`src/rtl/riscv_fetch_pkg.sv`:
```
// rtl/riscv_fetch_pkg.sv - shared widths, NOP encoding and fetch state encoding
package riscv_fetch_pkg;

   localparam int XLEN    = 64;
   localparam int ILEN    = 32;
   localparam int FETCH_W = 2;

   // addi x0, x0, 0 -- shown on any queue slot that holds nothing
   localparam logic [ILEN-1:0] NOP_INSTR = 32'h00000013;

   typedef enum logic {
      ST_RUN  = 1'b0,
      ST_HALT = 1'b1
   } fetch_state_e;

   // deq_cnt encodes 0..2; the unused code 3 behaves as 2
   function automatic logic [1:0] norm_deq(input logic [1:0] req);
      return (req == 2'd3) ? 2'd2 : req;
   endfunction

endpackage

```
`src/rtl/fetch_queue.sv`:
```
// rtl/fetch_queue.sv - 2-in/2-out circular instruction queue with flush and clamped dequeue
module fetch_queue
   import riscv_fetch_pkg::*;
#(
   parameter int QDEPTH = 8,
   parameter int PW     = $clog2(QDEPTH),
   parameter int CW     = $clog2(QDEPTH) + 1
) (
   input  logic            clk,
   input  logic            rst,
   input  logic            flush_i,
   input  logic            enq_i,
   input  logic [ILEN-1:0] enq_instr0_i,
   input  logic [ILEN-1:0] enq_instr1_i,
   input  logic [XLEN-1:0] enq_pc0_i,
   input  logic [XLEN-1:0] enq_pc1_i,
   input  logic [1:0]      deq_cnt_i,
   output logic [CW-1:0]   count_o,
   output logic            valid0_o,
   output logic            valid1_o,
   output logic [ILEN-1:0] instr0_o,
   output logic [ILEN-1:0] instr1_o,
   output logic [XLEN-1:0] pc0_o,
   output logic [XLEN-1:0] pc1_o
);

   logic [ILEN-1:0] instr_q [QDEPTH];
   logic [XLEN-1:0] pc_q    [QDEPTH];

   logic [PW-1:0] head_q, head_d;
   logic [PW-1:0] tail_q, tail_d;
   logic [CW-1:0] count_q, count_d;

   logic [1:0]    deq_req;
   logic [1:0]    deq_n;
   logic [PW-1:0] head_p1;
   logic [PW-1:0] tail_p1;
   logic [CW-1:0] enq_amt;

   // Dequeue can never take more than is present; count is 0 or 1 whenever clamping applies
   always_comb begin
      deq_req = norm_deq(deq_cnt_i);
      deq_n   = deq_req;
      if (CW'(deq_req) > count_q) begin
         deq_n = count_q[1:0];
      end
   end

   assign head_p1 = head_q + 1'b1;
   assign tail_p1 = tail_q + 1'b1;
   assign enq_amt = enq_i ? CW'(2) : '0;

   // Pointer/count next state; pointers wrap naturally at PW bits
   always_comb begin
      head_d  = head_q;
      tail_d  = tail_q;
      count_d = count_q;
      if (flush_i) begin
         head_d  = '0;
         tail_d  = '0;
         count_d = '0;
      end else begin
         head_d  = head_q + PW'(deq_n);
         tail_d  = enq_i ? (tail_q + PW'(2)) : tail_q;
         count_d = count_q + enq_amt - CW'(deq_n);
      end
   end

   // Pointer/count registers
   always_ff @(posedge clk) begin
      if (rst) begin
         head_q  <= '0;
         tail_q  <= '0;
         count_q <= '0;
      end else begin
         head_q  <= head_d;
         tail_q  <= tail_d;
         count_q <= count_d;
      end
   end

   // Entry storage; no reset needed since count gates visibility
   always_ff @(posedge clk) begin
      if (enq_i && !flush_i && !rst) begin
         instr_q[tail_q]  <= enq_instr0_i;
         pc_q[tail_q]     <= enq_pc0_i;
         instr_q[tail_p1] <= enq_instr1_i;
         pc_q[tail_p1]    <= enq_pc1_i;
      end
   end

   // Head and head+1 views, replaced by NOP/0 when the slot is empty
   always_comb begin
      valid0_o = (count_q != '0);
      valid1_o = (count_q >= CW'(2));
      instr0_o = valid0_o ? instr_q[head_q]  : NOP_INSTR;
      pc0_o    = valid0_o ? pc_q[head_q]     : '0;
      instr1_o = valid1_o ? instr_q[head_p1] : NOP_INSTR;
      pc1_o    = valid1_o ? pc_q[head_p1]    : '0;
   end

   assign count_o = count_q;

endmodule

```
`src/rtl/fetch_unit_2way.sv`:
```
// rtl/fetch_unit_2way.sv - two-wide instruction fetch with redirect, stall and halt on misalignment
module fetch_unit_2way
   import riscv_fetch_pkg::*;
#(
   parameter int              QDEPTH   = 8,
   parameter logic [XLEN-1:0] RESET_PC = 64'h0
) (
   input  logic            clk,
   input  logic            rst,
   output logic [XLEN-1:0] PC,
   output logic [XLEN-1:0] PC4,
   input  logic [ILEN-1:0] instr1,
   input  logic [ILEN-1:0] instr2,
   input  logic            redirect_en,
   input  logic [XLEN-1:0] redirect_pc,
   input  logic            stall,
   input  logic [1:0]      deq_cnt,
   output logic            out_valid0,
   output logic            out_valid1,
   output logic [ILEN-1:0] out_instr0,
   output logic [ILEN-1:0] out_instr1,
   output logic [XLEN-1:0] out_pc0,
   output logic [XLEN-1:0] out_pc1,
   output logic            misalign_err
);

   localparam int CW = $clog2(QDEPTH) + 1;

   fetch_state_e    state_q, state_d;
   logic [XLEN-1:0] pc_q, pc_d;
   logic            misalign_q, misalign_d;

   logic            enq;
   logic            flush;
   logic [CW-1:0]   count;
   logic [CW-1:0]   free_slots;

   assign PC           = pc_q;
   assign PC4          = pc_q + XLEN'(4);
   assign misalign_err = misalign_q;

   // Space is judged on the pre-dequeue count so the enqueue never depends on decode timing
   assign free_slots = CW'(QDEPTH) - count;

   // Next-state: redirect beats stall/dequeue, HALT blocks enqueue until an aligned redirect
   always_comb begin
      state_d    = state_q;
      pc_d       = pc_q;
      misalign_d = misalign_q;
      enq        = 1'b0;
      flush      = 1'b0;
      if (redirect_en) begin
         flush = 1'b1;
         if (redirect_pc[1:0] == 2'b00) begin
            pc_d    = redirect_pc;
            state_d = ST_RUN;
         end else begin
            pc_d       = {redirect_pc[XLEN-1:2], 2'b00};
            misalign_d = 1'b1;
            state_d    = ST_HALT;
         end
      end else if (state_q == ST_RUN && !stall && free_slots >= CW'(FETCH_W)) begin
         enq  = 1'b1;
         pc_d = pc_q + XLEN'(FETCH_W * 4);
      end
   end

   // State, PC and sticky error registers
   always_ff @(posedge clk) begin
      if (rst) begin
         state_q    <= ST_RUN;
         pc_q       <= RESET_PC;
         misalign_q <= 1'b0;
      end else begin
         state_q    <= state_d;
         pc_q       <= pc_d;
         misalign_q <= misalign_d;
      end
   end

   fetch_queue #(
      .QDEPTH (QDEPTH)
   ) u_queue (
      .clk          (clk),
      .rst          (rst),
      .flush_i      (flush),
      .enq_i        (enq),
      .enq_instr0_i (instr1),
      .enq_instr1_i (instr2),
      .enq_pc0_i    (pc_q),
      .enq_pc1_i    (PC4),
      .deq_cnt_i    (deq_cnt),
      .count_o      (count),
      .valid0_o     (out_valid0),
      .valid1_o     (out_valid1),
      .instr0_o     (out_instr0),
      .instr1_o     (out_instr1),
      .pc0_o        (out_pc0),
      .pc1_o        (out_pc1)
   );

endmodule
```
`config.mk`:
```
export PLATFORM = sky130hd
export DESIGN_NAME = fetch_unit_2way
export DESIGN_NICKNAME = d
export VERILOG_FILES = /design/src/rtl/riscv_fetch_pkg.sv /design/src/rtl/fetch_queue.sv /design/src/rtl/fetch_unit_2way.sv
export SDC_FILE = /design/constraint.sdc
export NUM_CORES = 1
export LEC_CHECK = 0
export ABC_CLOCK_PERIOD_IN_PS = 6350
export CAP_MARGIN = 20
export CORE_ASPECT_RATIO = 0.9
export CORE_MARGIN = 2
export CORE_UTILIZATION = 51
export DETAILED_ROUTE_END_ITERATION = 16
export PLACE_DENSITY = 0.78
export SETUP_SLACK_MARGIN = 0.5
export SYNTH_ARGS = -nofsm -noshare
export SYNTH_HDL_FRONTEND = slang
export SYNTH_HIERARCHICAL = 1
export SYNTH_SLANG_ARGS = --single-unit
```
`constraint.sdc`:
```
create_clock -name clk -period 6.35 [get_ports clk]
set_clock_uncertainty 0.1 [all_clocks]
set_input_delay 0.635 -clock clk [delete_from_list [all_inputs] [get_ports clk]]
set_output_delay 0.635 -clock clk [all_outputs]
set_load 0.01 [all_outputs]
```
==> flow_summary.yaml, run 1 <==
clocking:
  cts.sinks: 843
  postCtsHoldBufs: 0
  cts_setup_buffers: 0
  tritoncts: "built"
  ctsResizeCount: 0
  clockBufferDepth: 3
  path_clk_slew_ns: 0.06
  insertion_delay_ns: 0.64
  cts_root_buffer: "clkbuf_16"
  cts_made_buffers: 88
  h-tree-depth: 3
placement:
  place_congestion: 0.881
  numPortBuffers: 456
  placed_cells: 3563
  hpwl_um: 72200
timing:
  clock.fmax_mhz: 187
  hold_violations: 0
  rsz0062_at_grt: "no"
  fin_crit_sh_pct: 84.4
  final-setup-viol-count: 0
  tightestPinTransition_ns: 1.23
  period_needed_ns: 5.36
  tns_ns: 0
  relSlewSlack_pct: 18.0
  drv_slew: 0
layout:
  stdcell_count: 3729
  drive_gt1_share_pct: 22.2
  final_nets: 2767
  area_growth_pct: 20.5
yosys:
  synth.most_common_cell: "edfxtp_1"
  netlist_area_um2: 40000
  syn_avg_cell_area_um2: 18.1
  synthCells: 2215
  async_flop_share_pct: 0
  yosys-top-cells-count: "768 x edfxtp_1, 384 x mux4_2, 186 x a22o_1"
  synth_ff_type: "edfxtp_1"
  synth-seq-area-share_pct: 61.4
  synth_seq_cells: 843
  ys_warn_count: 6
  synth_top_area_share_pct: 57.7
  yosysTopAreaCell: "edfxtp_1"
  synth_area_leaders: "edfxtp_1 58%, mux4_2 22%, a22o_1 4.1%"
  synth_edf_count: 768
  synth.distinct_cells: 71
  synth_nets: 2368
setup_path:
  path_class: "reg2out"
  cp_cell_sequence: "nand4_1, nor4_1, nand4_1, nor4_1, xor2_1, clkdlybuf4s50_1"
  endpoint_kind: "primary output"
  critPathLaunchType: "flip-flop"
  critical-path-max-stage-delay_ns: 0.71
  required_ns: 5.61
  crit_arrival_ns: 4.62
  critical-path-top-delay-family: "simple AND/OR/NAND/NOR gates"
  path_max_fanout: 12
  crit_slowest_cell: "dfxtp_1"
  critPathBufInv: 1
detailed_routing:
  routed_wl_um: 113000
  drt_first_iter_violations: 2757
  post_drt_wl_per_cell_um: 30.3
  drc: 0
  firstDrtPassIters: 6
  vias_per_cell: 6.74
  vias: 25135
  ant_nets: 0
pwr:
  ir_worst_vdd_mv: 0.355
  power_density_nw_per_um2: 349
  total_leakage_power_nw: 14.8
global_route:
  grt_max_degree: 145
  grt_pass1_wl_um: 166000
  overflow: 0
  grt_antenna_before_repair: 23
  grtUsageTotal_pct: 27.7
  grt_pass1_vias: 25478
hold_path:
  holdCritPathClass: "reg2reg"
die:
  initial_utilization_pct: 51.4
  dieArea_um2: 80700
  fp.dieH_um: 270
  ioPinCount: 457
  rows: 97
  core_area_um2: 77800
  die_x_um: 299
outcome:
  status: "completed"
job:
  maxCapViolCount: 0
## area by class of cell
class / count / area, um2
antenna: 9 / 22.5
clock buffer: 110 / 2330
clock inverter: 47 / 477
fill: 5459 / 29600
inverter: 32 / 121
multi-input combinational: 1155 / 14300
sequential: 843 / 24600
tap: 1039 / 1300
timing repair buffer: 494 / 5040
## tightest hold or removal path, delay by kind of cell (launching register included)
family | cells | cell delay (ns)
buf+inv | 1 | 0.05
flops | 1 | 0.31
compound gates | 1 | 0.06
## sequential cells by signal, indices dropped and copies added, names as in the netlist
name and cells:
PC 64, misalign_err 1, state_q 1, u_queue/count_o 4, u_queue/head_q 3, u_queue/instr_q 256
u_queue/pc_q 512, u_queue/tail_q 2
## final timing paths
path	start	to	slack, ns	cells after the start
max	PC[29]	PC4[52]	0.99	6
min	misalign_err	misalign_err	0.38	2
max reg2reg	u_queue/count_o[1]	u_queue/pc_q[7][21]	1.98	10
min reg2reg	misalign_err	misalign_err	0.38	2
## metrics by stage
| stage | area, um2 | util, % | hold slack, ns | setup WS (ns) | total power, mW |
|---|---|---|---|---|---|
| floorplan | 40000 | - | 0.362 | 1.67 | 9.23 |
| global placement | 45400 | 58.3 | 0.339 | 0.476 | 11.8 |
| detailed placement | 45400 | 58.3 | 0.367 | 1.60 | 11.8 |
| CTS | 48200 | 61.9 | 0.381 | 0.913 | 16.9 |
| global route | 48200 | 61.9 | 0.400 | 0.749 | 17.3 |
| finish | 48200 | 62.0 | 0.376 | 0.994 | 16.8 |
## layer usage
| metal | vias up | wire, um | global-route usage (%) |
|---|---|---|---|
| met2 | 1532 | 55200 | 44.8 |
| met4 | 34 | 4090 | 9.91 |
| met1 | 13036 | 41400 | 36.7 |
| met3 | 281 | 11900 | 6.86 |
| li1 | 10252 | - | - |
| met5 | - | 225 | 0 |
## cell usage in the layout, fill, tap and decap left out, drive strengths merged, types with 16 or more instances in the layout
cell type,instances
a211oi,21
a22o,186
a311oi,35
buf,39
clkbuf,110
clkdlybuf4s50,455
clkinv,33
dfxtp,75
edfxtp,768
ha,16
inv,37
mux4,384
nand2,48
nand3,22
nand4,35
nor2,106
nor3,23
o21ai,23
o31ai,17
or3,18
or4,22
xnor2,35
xor2,48
## where the power goes
group	switching [mW]	internal, mW
combinational	2.69	2.71
clock	2.16	2.91
sequential	0.180	6.17
## cells by family after synthesis
logic type | after synthesis | synth area share (%)
buffers and inverters | 217 | 2.92
AO/OA/AOI/OAI | 332 | 6.88
adder cells (fa/ha/maj) | 19 | 0.651
flip-flops | 843 | 61.4
XOR/XNOR | 83 | 1.82
multiplexers | 389 | 21.7
AND/OR/NAND/NOR | 332 | 4.59
Power figures use the tool's default switching activity.
==> run 2: changes to the inputs <==
- ABC_CLOCK_PERIOD_IN_PS: 6350 -> 4400
- clock period: 6.35 -> 4.4 ns (I/O delays scaled with it)
==> run 2 against run 1 <==
- combinational power is 54% higher
- via count is 4.0% higher
- non-clock buffer count is 116 higher
- sequential power is 43% higher
- wire length is 4.5% higher
- cell area is 4.0% higher
- setup slack worse by 0.55 ns
- largest power group unchanged
==> flow_summary.yaml, run 2 (synthesized netlist as in run 1, its figures left out) <==
setup_path:
  path_common_cell: "buf_4"
  critical-path-top-delay-family: "buffers and inverters"
  cp_cell_sequence: "buf_4, ha_2, nand4_1, buf_4, nor4_4, buf_6, nand3_2, nor2_2, xor2_2, clkdlybuf4s50_1"
  crit_arrival_ns: 3.42
  critical-path-max-stage-delay_ns: 0.61
  critPathLaunchType: "flip-flop"
  path_class: "reg2out"
  required_ns: 3.86
  critPathBufInv: 4
  endpoint_kind: "primary output"
  crit_slowest_cell: "clkdlybuf4s50_1"
  path_max_fanout: 10
detailed_routing:
  firstDrtPassIters: 6
  routed_wl_um: 118000
  vias_per_cell: 6.80
  ant_nets: 0
  drt_first_iter_violations: 3120
  post_drt_wl_per_cell_um: 30.7
  vias: 26137
  drc: 0
job:
  maxCapViolCount: 0
global_route:
  grt_max_degree: 121
  grt_antenna_before_repair: 8
  grt_pass1_vias: 26288
  overflow: 0
  grtUsageTotal_pct: 28.7
  grt_pass1_wl_um: 173000
placement:
  place_congestion: 0.935
  pre_cts_slack_ns: 0.486
  placed_cells: 3619
  numPortBuffers: 456
  hpwl_um: 74900
  postPlaceCellArea_um2: 45900
layout:
  layout_commonest_cell: "edfxtp_1"
  area_growth_pct: 25.3
  fin_area_um2: 50100
  fin_util_pct: 64.4
  drive_gt1_share_pct: 29.4
  largest_reg_flops: 512
  final_nets: 2884
  stdcell_count: 3844
  regMostFlops: "u_queue/pc_q"
  final_cell_mix: "768 x edfxtp_1, 426 x clkdlybuf4s50_1, 384 x mux4_2"
clocking:
  cts.sinks: 843
  tritoncts: "built"
  cts_root_buffer: "clkbuf_16"
  postCtsHoldBufs: 0
  clockBufferDepth: 3
  cts_made_buffers: 88
  h-tree-depth: 3
  insertion_delay_ns: 0.64
  path_clk_slew_ns: 0.06
pwr:
  total_leakage_power_nw: 16.1
  switching_share_pct: 29.6
  power_density_nw_per_um2: 496
  p_int_mw: 17.5
  seq_power_share_pct: 36.5
  comb_power_share_pct: 33.4
  ir_worst_vdd_mv: 0.560
  p_total_mw: 24.9
  clockPowerShare_pct: 30.1
  p_switching_mw: 7.37
die:
  rows: 97
  ioPinCount: 457
  fp.dieH_um: 270
  core_area_um2: 77800
  initial_utilization_pct: 51.4
  die_x_um: 299
  dieArea_um2: 80700
timing:
  drv_slew: 0
  fin_crit_sh_pct: 89.9
  period_needed_ns: 3.96
  rsz0062_at_grt: "yes"
  final-setup-viol-count: 0
  hold_violations: 0
  tightestPinTransition_ns: 0.913
  setup_ws_ns: 0.443
  clock.fmax_mhz: 253
  tns_ns: 0
  whs_ns: 0.229
  relSlewSlack_pct: 38.5
outcome:
  status: "completed"
hold_path:
  holdCritPathClass: "in2reg"
## run 2: cell count changes in the layout (fill, tap and decap cells not counted), sizes merged, moves of 2 or more
cell,previous run,this run
dlygate4sd2,0,18
dlymetal6s2s,0,7
diode,9,3
clkdlybuf4s50,455,426
buf,39,156
bufinv,7,10
clkdlybuf4s15,0,2
clkinvlp,2,4
## run 2: path summary, 6_finish.rpt
check	slack, ns	to	depth (start not counted)	from
setup / recovery	0.44	PC4[33]	10	PC[4]
hold / removal	0.23	u_queue/head_q[0]	3	rst
setup reg to reg	0.88	u_queue/instr_q[7][28]	8	u_queue/count_o[1]
hold reg to reg	0.36	misalign_err	2	misalign_err
## run 2: tightest hold or removal path: cells and delay by family
| family | cells | cell delay [ns] |
|---|---|---|
| and+or+nand+nor | 2 | 0.30 |
| buffers and inverters | 1 | 0.17 |
## run 2: area by class of cell
cell class                      instances  area [um2]
Tap cell                             1039        1300
Fill cell                            5154       27700
Timing Repair Buffer                  610        6150
Sequential cell                       843       24600
Inverter                               32         121
Clock buffer                          110        2380
Multi-Input combinational cell       1156       15000
Antenna cell                            3        7.51
Clock inverter                         51         528
## run 2: power by group through the flow
stage | registers, mW | logic (mW) | clock network (mW)
floorplan | 9.21 | 4.11 | 0
global placement | 9.21 | 7.99 | 0
detailed placement | 9.22 | 8.07 | 0
CTS | 9.07 | 8.24 | 7.57
global route | 9.09 | 8.65 | 7.91
finish | 9.08 | 8.31 | 7.49
## run 2: what timing repair did
action | CTS | global route
setup endpoints to repair | 207 | 457
resized for setup | 135 | 48
buffers inserted | 41 | 18
gates cloned | 1 | 1
pin swaps | 25 | 9
## run 2: routing by layer
| layer | GRT usage [%] | routed length [um] | vias to the layer above |
|---|---|---|---|
| li1 | - | - | 10488 |
| met1 | 38.2 | 42500 | 13449 |
| met2 | 46.2 | 57100 | 1880 |
| met3 | 7.69 | 14000 | 308 |
| met4 | 9.70 | 4300 | 12 |
| met5 | 0 | 73 | - |
